File: config.mk
export PLATFORM = sky130hd
export DESIGN_NAME = decoder_lut
export DESIGN_NICKNAME = d
export VERILOG_FILES = /design/src/rtl/decoder_lut_pkg.sv /design/src/rtl/decoder_nxm.sv /design/src/rtl/decoder_lut.sv
export SDC_FILE = /design/constraint.sdc
export NUM_CORES = 1
export LEC_CHECK = 0
export CELL_PAD_IN_SITES_DETAIL_PLACEMENT = 1
export CELL_PAD_IN_SITES_GLOBAL_PLACEMENT = 2
export CORE_AREA = 2 2 84 86
export CTS_BUF_LIST = sky130_fd_sc_hd__clkbuf_8
export DETAILED_ROUTE_END_ITERATION = 8
export DIE_AREA = 0 0 86 88
export PLACE_DENSITY_LB_ADDON = 0.05
export SLEW_MARGIN = 20
export SYNTH_ARGS = -nofsm -noshare
export SYNTH_HDL_FRONTEND = slang
export SYNTH_HIERARCHICAL = 1
export SYNTH_SLANG_ARGS = --single-unit
File: constraint.sdc
create_clock -name clk -period 2 [get_ports clk]
set_clock_uncertainty 0.1 [all_clocks]
set_input_delay 0.4 -clock clk [delete_from_list [all_inputs] [get_ports clk]]
set_output_delay 0.4 -clock clk [all_outputs]
set_load 0.01 [all_outputs]
File: src/rtl/decoder_lut_pkg.sv
// Shared types and helpers for the programmable sum-of-minterms block.
package decoder_lut_pkg;

    typedef enum logic {
        ST_IDLE = 1'b0,
        ST_LOAD = 1'b1
    } state_t;

    function automatic int calcMinterms(input int nSel);
        return 1 << nSel;
    endfunction

endpackage

File: src/rtl/decoder_nxm.sv
// Combinational N-to-2^N one-hot decoder with an active-high enable.
module decoder_nxm
    import decoder_lut_pkg::*;
#(
    parameter int N = 4
) (
    input  logic                       i_en,
    input  logic [N-1:0]               i_sel,
    output logic [calcMinterms(N)-1:0] o_onehot
);

    always_comb begin
        o_onehot = '0;
        if (i_en) begin
            o_onehot[i_sel] = 1'b1;
        end
    end

endmodule

File: src/rtl/decoder_lut.sv
// Registered decoder driving a programmable minterm mask; the mask reloads MSB-first through a serial port.
module decoder_lut
    import decoder_lut_pkg::*;
#(
    parameter int                             N_SEL        = 4,
    parameter logic [calcMinterms(N_SEL)-1:0] DEFAULT_MASK = 16'h28AC
) (
    input  logic                             clk,
    input  logic                             rst,
    input  logic                             en,
    input  logic                             in_valid,
    input  logic [N_SEL-1:0]                 in_sel,
    output logic                             in_ready,
    output logic                             out_valid,
    output logic                             out_f,
    output logic [calcMinterms(N_SEL)-1:0]   out_onehot,
    input  logic                             cfg_start,
    input  logic                             cfg_valid,
    input  logic                             cfg_bit,
    output logic                             cfg_busy,
    output logic                             cfg_done
);

    localparam int                M        = calcMinterms(N_SEL);
    localparam int                CNT_W    = $clog2(M) + 1;
    localparam logic [CNT_W-1:0]  LAST_CNT = CNT_W'(M - 1);

    state_t             r_state;
    logic [M-1:0]       r_mask;
    logic [M-1:0]       r_shadow;
    logic [CNT_W-1:0]   r_cnt;
    logic               r_outValid;
    logic               r_outF;
    logic [M-1:0]       r_outOnehot;
    logic               r_cfgDone;

    logic               w_inReady;
    logic               w_accept;
    logic [M-1:0]       w_onehot;
    logic [M-1:0]       w_nextShadow;

    assign w_inReady    = (r_state == ST_IDLE);
    assign w_accept     = in_valid & w_inReady;
    assign w_nextShadow = {r_shadow[M-2:0], cfg_bit};

    decoder_nxm #(
        .N(N_SEL)
    ) u_decoder (
        .i_en    (en),
        .i_sel   (in_sel),
        .o_onehot(w_onehot)
    );

    // The mask only changes on the LOAD-ending cycle, when no accept is possible.
    always_ff @(posedge clk) begin
        if (rst) begin
            r_state     <= ST_IDLE;
            r_mask      <= DEFAULT_MASK;
            r_shadow    <= '0;
            r_cnt       <= '0;
            r_outValid  <= 1'b0;
            r_outF      <= 1'b0;
            r_outOnehot <= '0;
            r_cfgDone   <= 1'b0;
        end else begin
            r_outValid <= w_accept;
            r_cfgDone  <= 1'b0;
            if (w_accept) begin
                r_outF      <= en & r_mask[in_sel];
                r_outOnehot <= w_onehot;
            end
            case (r_state)
                ST_IDLE: begin
                    if (cfg_start) begin
                        r_state <= ST_LOAD;
                        r_cnt   <= '0;
                    end
                end
                ST_LOAD: begin
                    if (cfg_valid) begin
                        r_shadow <= w_nextShadow;
                        r_cnt    <= r_cnt + 1'b1;
                        if (r_cnt == LAST_CNT) begin
                            r_mask    <= w_nextShadow;
                            r_cfgDone <= 1'b1;
                            r_state   <= ST_IDLE;
                        end
                    end
                end
            endcase
        end
    end

    assign in_ready   = w_inReady;
    assign cfg_busy   = (r_state == ST_LOAD);
    assign out_valid  = r_outValid;
    assign out_f      = r_outF;
    assign out_onehot = r_outOnehot;
    assign cfg_done   = r_cfgDone;

endmodule

* Yosys cells after proc, flatten, opt, wreduce, memory -nomap -nowiden
Index checks and enable logic that the tools add are counted. W data, S select, Z words.
Word-level totals: register bits 56, output and inout bits 21, word-level logic and storage cells 36
Operators by class: add/sub/neg operators 1, magnitude comparators 2, equal/unequal tests 3, multiplexer cells 13, bitwise logic cells 4, reductions and logical operators 5
Operators with widths (count):
- $mux W16 | 1
- $mux W5 | 2
- $pmux W5 S2 | 1
- $mux W1 | 6
- $add A5 B1 Y5 const B | 1
- $eq A5 B4 Y1 const B | 1
- $lt A4 B5 Y1 const B | 1
- $bmux W1 S4 | 1
- $demux W1 S4 | 1
- $ge A4 B1 Y1 const B | 1
- $ne A2 B2 Y1 const B | 2
- $reduce_and A2 Y1 | 2
- $reduce_and A3 Y1 | 1
- $reduce_or A3 Y1 | 1
- $and A1 B1 Y1 | 2
- $not A1 Y1 | 2
- $pmux W1 S2 | 1
- $logic_and A1 B1 Y1 | 1

* Longest topological paths before layout
depth in word-level cells 5, mapped depth 9, mapped depth without buffers 7

* By module
The synthesis kept the hierarchy.
Modules (own cells, without submodules):
- decoder_lut | instances 1, cells each 224, area each 2077.0 µm², seq. area each 1121.1 µm²
- decoder_nxm | instances 1, cells each 23, area each 117.6 µm², seq. area each 0.0 µm²

* Least setup slack after synthesis
OpenSTA, ideal clock, no wires.
path type flip-flop to flip-flop, start point register r_cnt[0], end point register r_mask[15], setup time 0.117 ns, data arrival time 1.505 ns, setup slack 0.278 ns, stages on the path, launching flop included 10, clock period less this slack 1.722 ns, cells stage by stage dfxtp_1 ha_1 and3_1 ha_1 nand2_2 or2_1 buf_6 clkinv_2 buf_8 a22o_1
On the way: longest elaborated chain between the ends 2
RTL lines:
- from (decl) | line decoder_lut.sv:31 | logic [CNT_W-1:0] r_cnt;
- from (signal assigned) | line decoder_lut.sv:82 | r_cnt <= r_cnt + 1'b1;
- $eq A5 B4 Y1 | line decoder_lut.sv:83 | if (r_cnt == LAST_CNT) begin
- $reduce_and A3 Y1 (no source line)
- to (signal assigned) | line decoder_lut.sv:84 | r_mask <= w_nextShadow;
- to (decl) | line decoder_lut.sv:29 | logic [M-1:0] r_mask;
No other way between the ends. A chain may end at the register's enable or synchronous reset.

* Worst setup path after layout
start point register r_state, in the netlist cfg_busy, end point output port in_ready
On the way: longest elaborated chain between the ends 1
RTL lines:
- from (decl) | line decoder_lut.sv:28 | state_t r_state;
- from (signal assigned) | line decoder_lut.sv:57 | r_state <= ST_IDLE;
- from (signal assigned) | line decoder_lut.sv:75 | r_state <= ST_LOAD;
- from (signal assigned) | line decoder_lut.sv:86 | r_state <= ST_IDLE;
- $not A1 Y1
- to (decl) | line decoder_lut.sv:13 | output logic in_ready,
No other way between the ends.

==> qor.yml <==
clock-sinks: 56
synthesized_net_count: 260
crit_type: "reg -> out"
cp-startpoint: "cfg_busy"
synth.top_cells.by_count: "66 x nand2_1, 56 x dfxtp_1, 36 x a21oi_1, 20 x nor2_1, 10 x a22o_1"
maxCapViolCount: 0
cp_cell_sequence: "inv_1 -> clkdlybuf4s50_1"
design.final.nets: 294
overflow: 0
timing.final.max_slew_violations: 0
core_um2: 6640
number_of_hold_buffers_added_after_cts: 0
cts_post_setup_buffers_inserted: 0
first_global_vias: 1624
fp.dieArea_um2: 7570
crit_fanout: 9
synth_cells: 247
synth_warnings: 6
route.vias.total: 1760
timing.hold.worst.class: "reg -> reg"
io_pins: 32
postSynthAreaPerCell_um2: 8.89
reg2reg_from: "r_cnt[0]"
insertion_delay_ns: 0.30
detailed_place.area_um2: 2610
final_cell_area_um2: 2710
met2_usage_pct: 22.4
area_growth_pct: 23.3
p_per_area_nw_per_um2: 721
origin_of_the_worst_min_delay_path: "out_onehot[9]"
end_kind: "output port"
yosys.cell_count.top_type: "nand2_1"
timing.fmax_mhz: 541
antenna_violating_nets_post_route: 0
placed_cells: 354
cts_resized: 0
cp_data_required_time_ns: 1.50
number_of_antenna_violations_at_the_first_check_in_global_routing: 0
finalSetupViolCount: 0
finalHoldViolations: 0
row_count: 30
fin_crit_ns: 1.85
groute.layer.met1.usage_pct: 19.7
slew_headroom_pct: 70.7
place.gp.congestion: 0.715
final_cell_count_no_fill: 361
clock_tree.buffer_depth: 2
timing_worst_slew_pin_value_ns: 0.439
clockRootBuffer: "clkbuf_8"
post_drt_wl_per_cell_um: 14.2
synth_area_leaders: "dfxtp_1 51%, nand2_1 11%, a21oi_1 8.2%"
pin_count_of_the_biggest_net_entering_global_routing: 25
synth_seq_area_share_pct: 51.1
dp.final_hpwl_um: 3870
first_iter_violations: 41
postRouteWirelength_um: 5140
synth_top_flop_cell: "dfxtp_1"
grt_busiest_layer: "met2"
ys_ff_latch: 56
tns_ns: 0
vdd_ir_drop_max_mv: 0.330
post_drt_via_cell_ratio: 4.88
syn_area_um2: 2190
use_met3_pct: 2.83
synth_edf_count: 0
dieHeight_um: 88
final.period_utilization_pct: 92.4
cp_data_arrival_time_ns: 1.35
cts_buffers: 5
synth_cell_types: 37
crit_path_max_incr_delay_ns: 0.55
cts.reportedPaths.clkPinSlew_ns: 0.10
tritoncts_clock_tree: "done"
final_layout_size_suffix_gt1_share_pct: 10.3
grt_first_pass_wirelength_um: 8390
cts_max_level: 2
post-route-drc-count: 0
worst_path_max_delay_cell: "clkdlybuf4s50_1"
floorplan.initialDensity_pct: 33.0
die_width_um: 86
detail_route.first_pass.iterations: 4
status: "completed"
grt_setup_unrepaired: "no"
worstSetupStartpointType: "register"
synth.top_cell.area_share_pct: 51.1
grt_usage_pct: 14.2
yosysTopAreaCell: "dfxtp_1"
synthArstFlopShare_pct: 0
p_leak_uw: 0.000931
number_of_buffer_cells_added_on_primary_ports: 31
num_antenna_cells: 0
-- placed cells by master, fill, tap and decap left out, types with 2 or more instances in the layout --
cell type	instances
nand2_1	66
mux2i_1	2
o21ai_0	2
a21oi_1	36
nor2b_1	2
nor2_1	20
buf_4	8
ha_1	2
nand2b_1	2
o22a_1	6
nand3b_1	4
nor3_1	4
mux4_2	4
inv_1	2
a22o_1	10
dfxtp_1	55
clkbuf_8	7
clkdlybuf4s50_1	31
-- power by group --
| group | leakage (µW) | switching, µW | total [µW] | internal, µW |
|---|---|---|---|---|
| Clock | 0.0000503 | 353 | 663 | 309 |
| Sequential | 0.000452 | 7.04 | 1130 | 1120 |
| Combinational | 0.000429 | 89.7 | 158 | 68.3 |
| Total | 0.000931 | 450 | 1950 | 1500 |
-- critical path: cells and delay by family (launching register included) --
family / cells / cell delay [ns]
buffers and inverters: 2 / 0.67
flip-flops: 1 / 0.37
-- logic make-up (layout without fill, tap and decap cells) --
kind of cell,after synthesis,in the layout,share of synthesized area (%)
AO/OA/AOI/OAI,58,58,16.4
flip-flops,56,56,51.1
AND/OR/NAND/NOR,108,108,21.7
buffers and inverters,16,50,4.22
adder cells (fa/ha/maj),2,2,1.14
multiplexers,7,7,5.53
-- cell type report --
class	count	area, µm²
well taps	80	100
multi-input cells	175	983
repair buffers	40	390
fillers	764	3940
clock buffers	7	96.3
flip-flops and latches	56	1120
inverters	3	12.5
-- routing by layer --
metal  part of all wire (%)  vias up
li1                       -      906
met2                     46       23
met5                      0        -
met1                     50      827
met4                    1.0        0
met3                    2.6        4
-- state kept, by name, summed over array words and instances, names as in the netlist --
name / flops
cfg_busy: 1
cfg_done: 1
out_f: 1
out_onehot: 16
out_valid: 1
r_cnt: 5
r_mask: 16
r_shadow: 15
-- metrics by stage --
| stage | setup WS (ns) | power (µW) | hold slack, ns | utilization [%] |
|---|---|---|---|---|
| after floorplan | 0.278 | 1230 | 0.336 | - |
| after global placement | -0.0928 | 1320 | 0.344 | 39.2 |
| after detailed placement | -0.103 | 1320 | 0.348 | 39.2 |
| after CTS | 0.0246 | 1990 | 0.362 | 40.7 |
| after global routing | 0.0687 | 2050 | 0.376 | 40.7 |
| final | 0.151 | 1950 | 0.358 | 40.7 |
-- worst paths after layout --
path,slack (ns),cells past startpoint,end
worst max register to register,0.19,6,r_mask[3]
worst max-delay path,0.15,2,in_ready
worst min-delay path,0.36,2,out_onehot[9]
worst min register to register,0.36,2,out_onehot[9]
Note: power is estimated with default switching activity, not from simulation.
==> RTL edit: new RTL, same settings <==
Reset style: asynchronous (`rst`), changed in one clocked block.
--- a/src/rtl/decoder_lut.sv
+++ b/src/rtl/decoder_lut.sv
@@ -52,7 +52,7 @@
     );
 
     // The mask only changes on the LOAD-ending cycle, when no accept is possible.
-    always_ff @(posedge clk) begin
+    always_ff @(posedge clk or posedge rst) begin
         if (rst) begin
             r_state     <= ST_IDLE;
             r_mask      <= DEFAULT_MASK;
Function: differs if rst is asserted again (counterexample within 4 cycles, from zero or initial values and one cycle with rst high); with rst held inactive, the same outputs for 10 cycles.
==> RTL edit against the original RTL <==
  * Setup slack worse by 0.051 ns
  * Synthesized area up 9.7%
  * Design area increased by 13%
  * Routed wire length is 2.1% lower
  * Critical endpoint unchanged
  * Synthesized cell count fell by 30%
  * Non-clock buffer count increased by 4
  * Count of clock-buffer cells in the layout fell by 2
  * Global-route usage is 0.86 points higher
  * Die area did not move
  * Via count decreased by 15%
  * Sequential share of layout area grew 4.8 points
  * Sequential cell count is the same
Power is not compared: it rests on default switching activity, and its combinational part moved more than twofold at a synthesized area within 25%.
==> RTL edit: results (changes against the original RTL) <==
Async S/R FF share, synth -> 100% (+100 points)
Place WS -> -0.163 ns (-0.0600 ns)
commonest cells in the netlist -> dfrtp_1 (50), mux2_2 (47), nor2_1 (14), dfstp_2 (6), buf_2 (5)
met2 WL -> 2570 µm (+7.7%)
met1 usage in global routing -> 18.8% (-0.93 points)
Max IR drop VDD -> 0.431 mV
leakage -> 0.00136 µW
first-pass GRT wire length -> 8650 µm (+3.1%)
wire length on met1 -> 2270 µm (-12%)
initial drt markers -> 53 (+29%)
CTS Buf Count -> 5 (unchanged)
Critical Path AT -> 1.40 ns (+0.05 ns)
DR WL/cell -> 16.9 µm (+19%)
largest net degree at the start of global routing -> 21 (-16%)
Min-Delay Path Class -> input pin to asynchronous set/reset pin
Placed Area -> 0.00290 mm² (+11%)
Synth cell types -> 33 (-11%)
Clock Path Buffers -> 2 (unchanged)
routed vias -> 1500 (-15%)
Slew Limit Headroom -> 70.3% (-0.38 points)
Clock transition at path regs -> 0.09 ns
TNS Setup -> 0 ns (unchanged)
synthesis warning total -> 6 (unchanged)
status -> complete, no violations
dpl hpwl -> 3820 µm (-1.2%)
met3 wire length -> 160 µm (+21%)
grt met3 use -> 3.02% (+0.19 points)
vias in the first global route -> 1690 (+4.1%)
share of cells above drive strength 1 -> 37.3% (+27 points)
Placed Cells -> 287 (-19%)
Filler cells -> 682 (-11%)
# port buffers -> 31 (unchanged)
Post-Route WL -> 5030 µm (-2.1%)
GPL Wtd Cong -> 0.716 (about the same)
initial antenna violation count -> 0 (unchanged)
layout net count -> 229 (-22%)
average size of a mapped cell -> 14.0 µm² (+58%)
Crit Path Max Fanout -> 4 (-5)
number of H-tree levels -> 2 (unchanged)
number of diodes -> 0 (unchanged)
syn_nets -> 185 (-29%)
area leader, netlist -> dfrtp_1
met2 Use GR -> 25.8% (+3.4 points)
most area-consuming cells after synthesis -> dfrtp_1 (52%), mux2_2 (22%), dfstp_2 (6.5%), mux4_1 (2.2%), nor2_1 (2.2%)
Skew-Pair Late Insertion Delay -> 0.30 ns (about the same)
Tot GR Track Use -> 15.0% (+0.86 points)
Seq/Total Area, Yosys -> 58.5% (+7.4 points)
RTL edit: cell count changes after synthesis, moves of 7 or more:
cell      before  now
a22o_1        10    0
dfrtp_1        0   50
nand2_1       66    3
mux2_2         1   47
clkbuf_1       7    0
dfxtp_1       56    0
a21oi_1       36    2
RTL edit: critical path: stages, from the launching register on:
cell	delay (ns)
dfrtp_2	0.43
inv_1	0.12
clkdlybuf4s50_1	0.55
RTL edit: what timing repair did:
action                                  in CTS  in global routing
buffers inserted                             2                  0
endpoints found under the setup margin       1                  8
gates resized for setup                      1                  2
RTL edit: power groups by stage:
stage               Clock (µW)  Combinational (µW)  Sequential [µW]
floorplan                    0                 444             1650
global placement             0                 623             1700
detailed placement           0                 665             1730
CTS                        884                 676             1700
global route               929                 731             1750
finish                     845                 660             1690
RTL edit: worst paths after layout:
kind                                  end  slack, ns         start
max                              in_ready       0.10      cfg_busy
max in group asynchronous       r_mask[3]       0.95           rst
min in group clk             r_shadow[14]       0.41  r_shadow[14]
min                        out_onehot[11]       0.31           rst
min reg2reg                  r_shadow[14]       0.41  r_shadow[14]
max reg2reg                     r_mask[0]       0.16      r_cnt[0]
RTL edit: logic make-up after synthesis:
kind of cell               synth area share [%]
AOI/OAI and AO/OA                          3.01
adders and majority gates                  1.04
buffers and inverters                      2.60
DFF                                        58.5
muxes                                      26.3
and+or+nand+nor                            8.52
RTL edit: layout make-up:
cell class / count / area (µm²) / area share [%]
sequential: 56 / 1410 / 46.3
clock buffer: 5 / 68.8 / 2.26
timing repair buffer: 44 / 445 / 14.6
multi-input combinational: 104 / 937 / 30.8
clock inverter: 3 / 63.8 / 2.09
inverter: 5 / 21.3 / 0.698
tap: 80 / 100 / 3.29
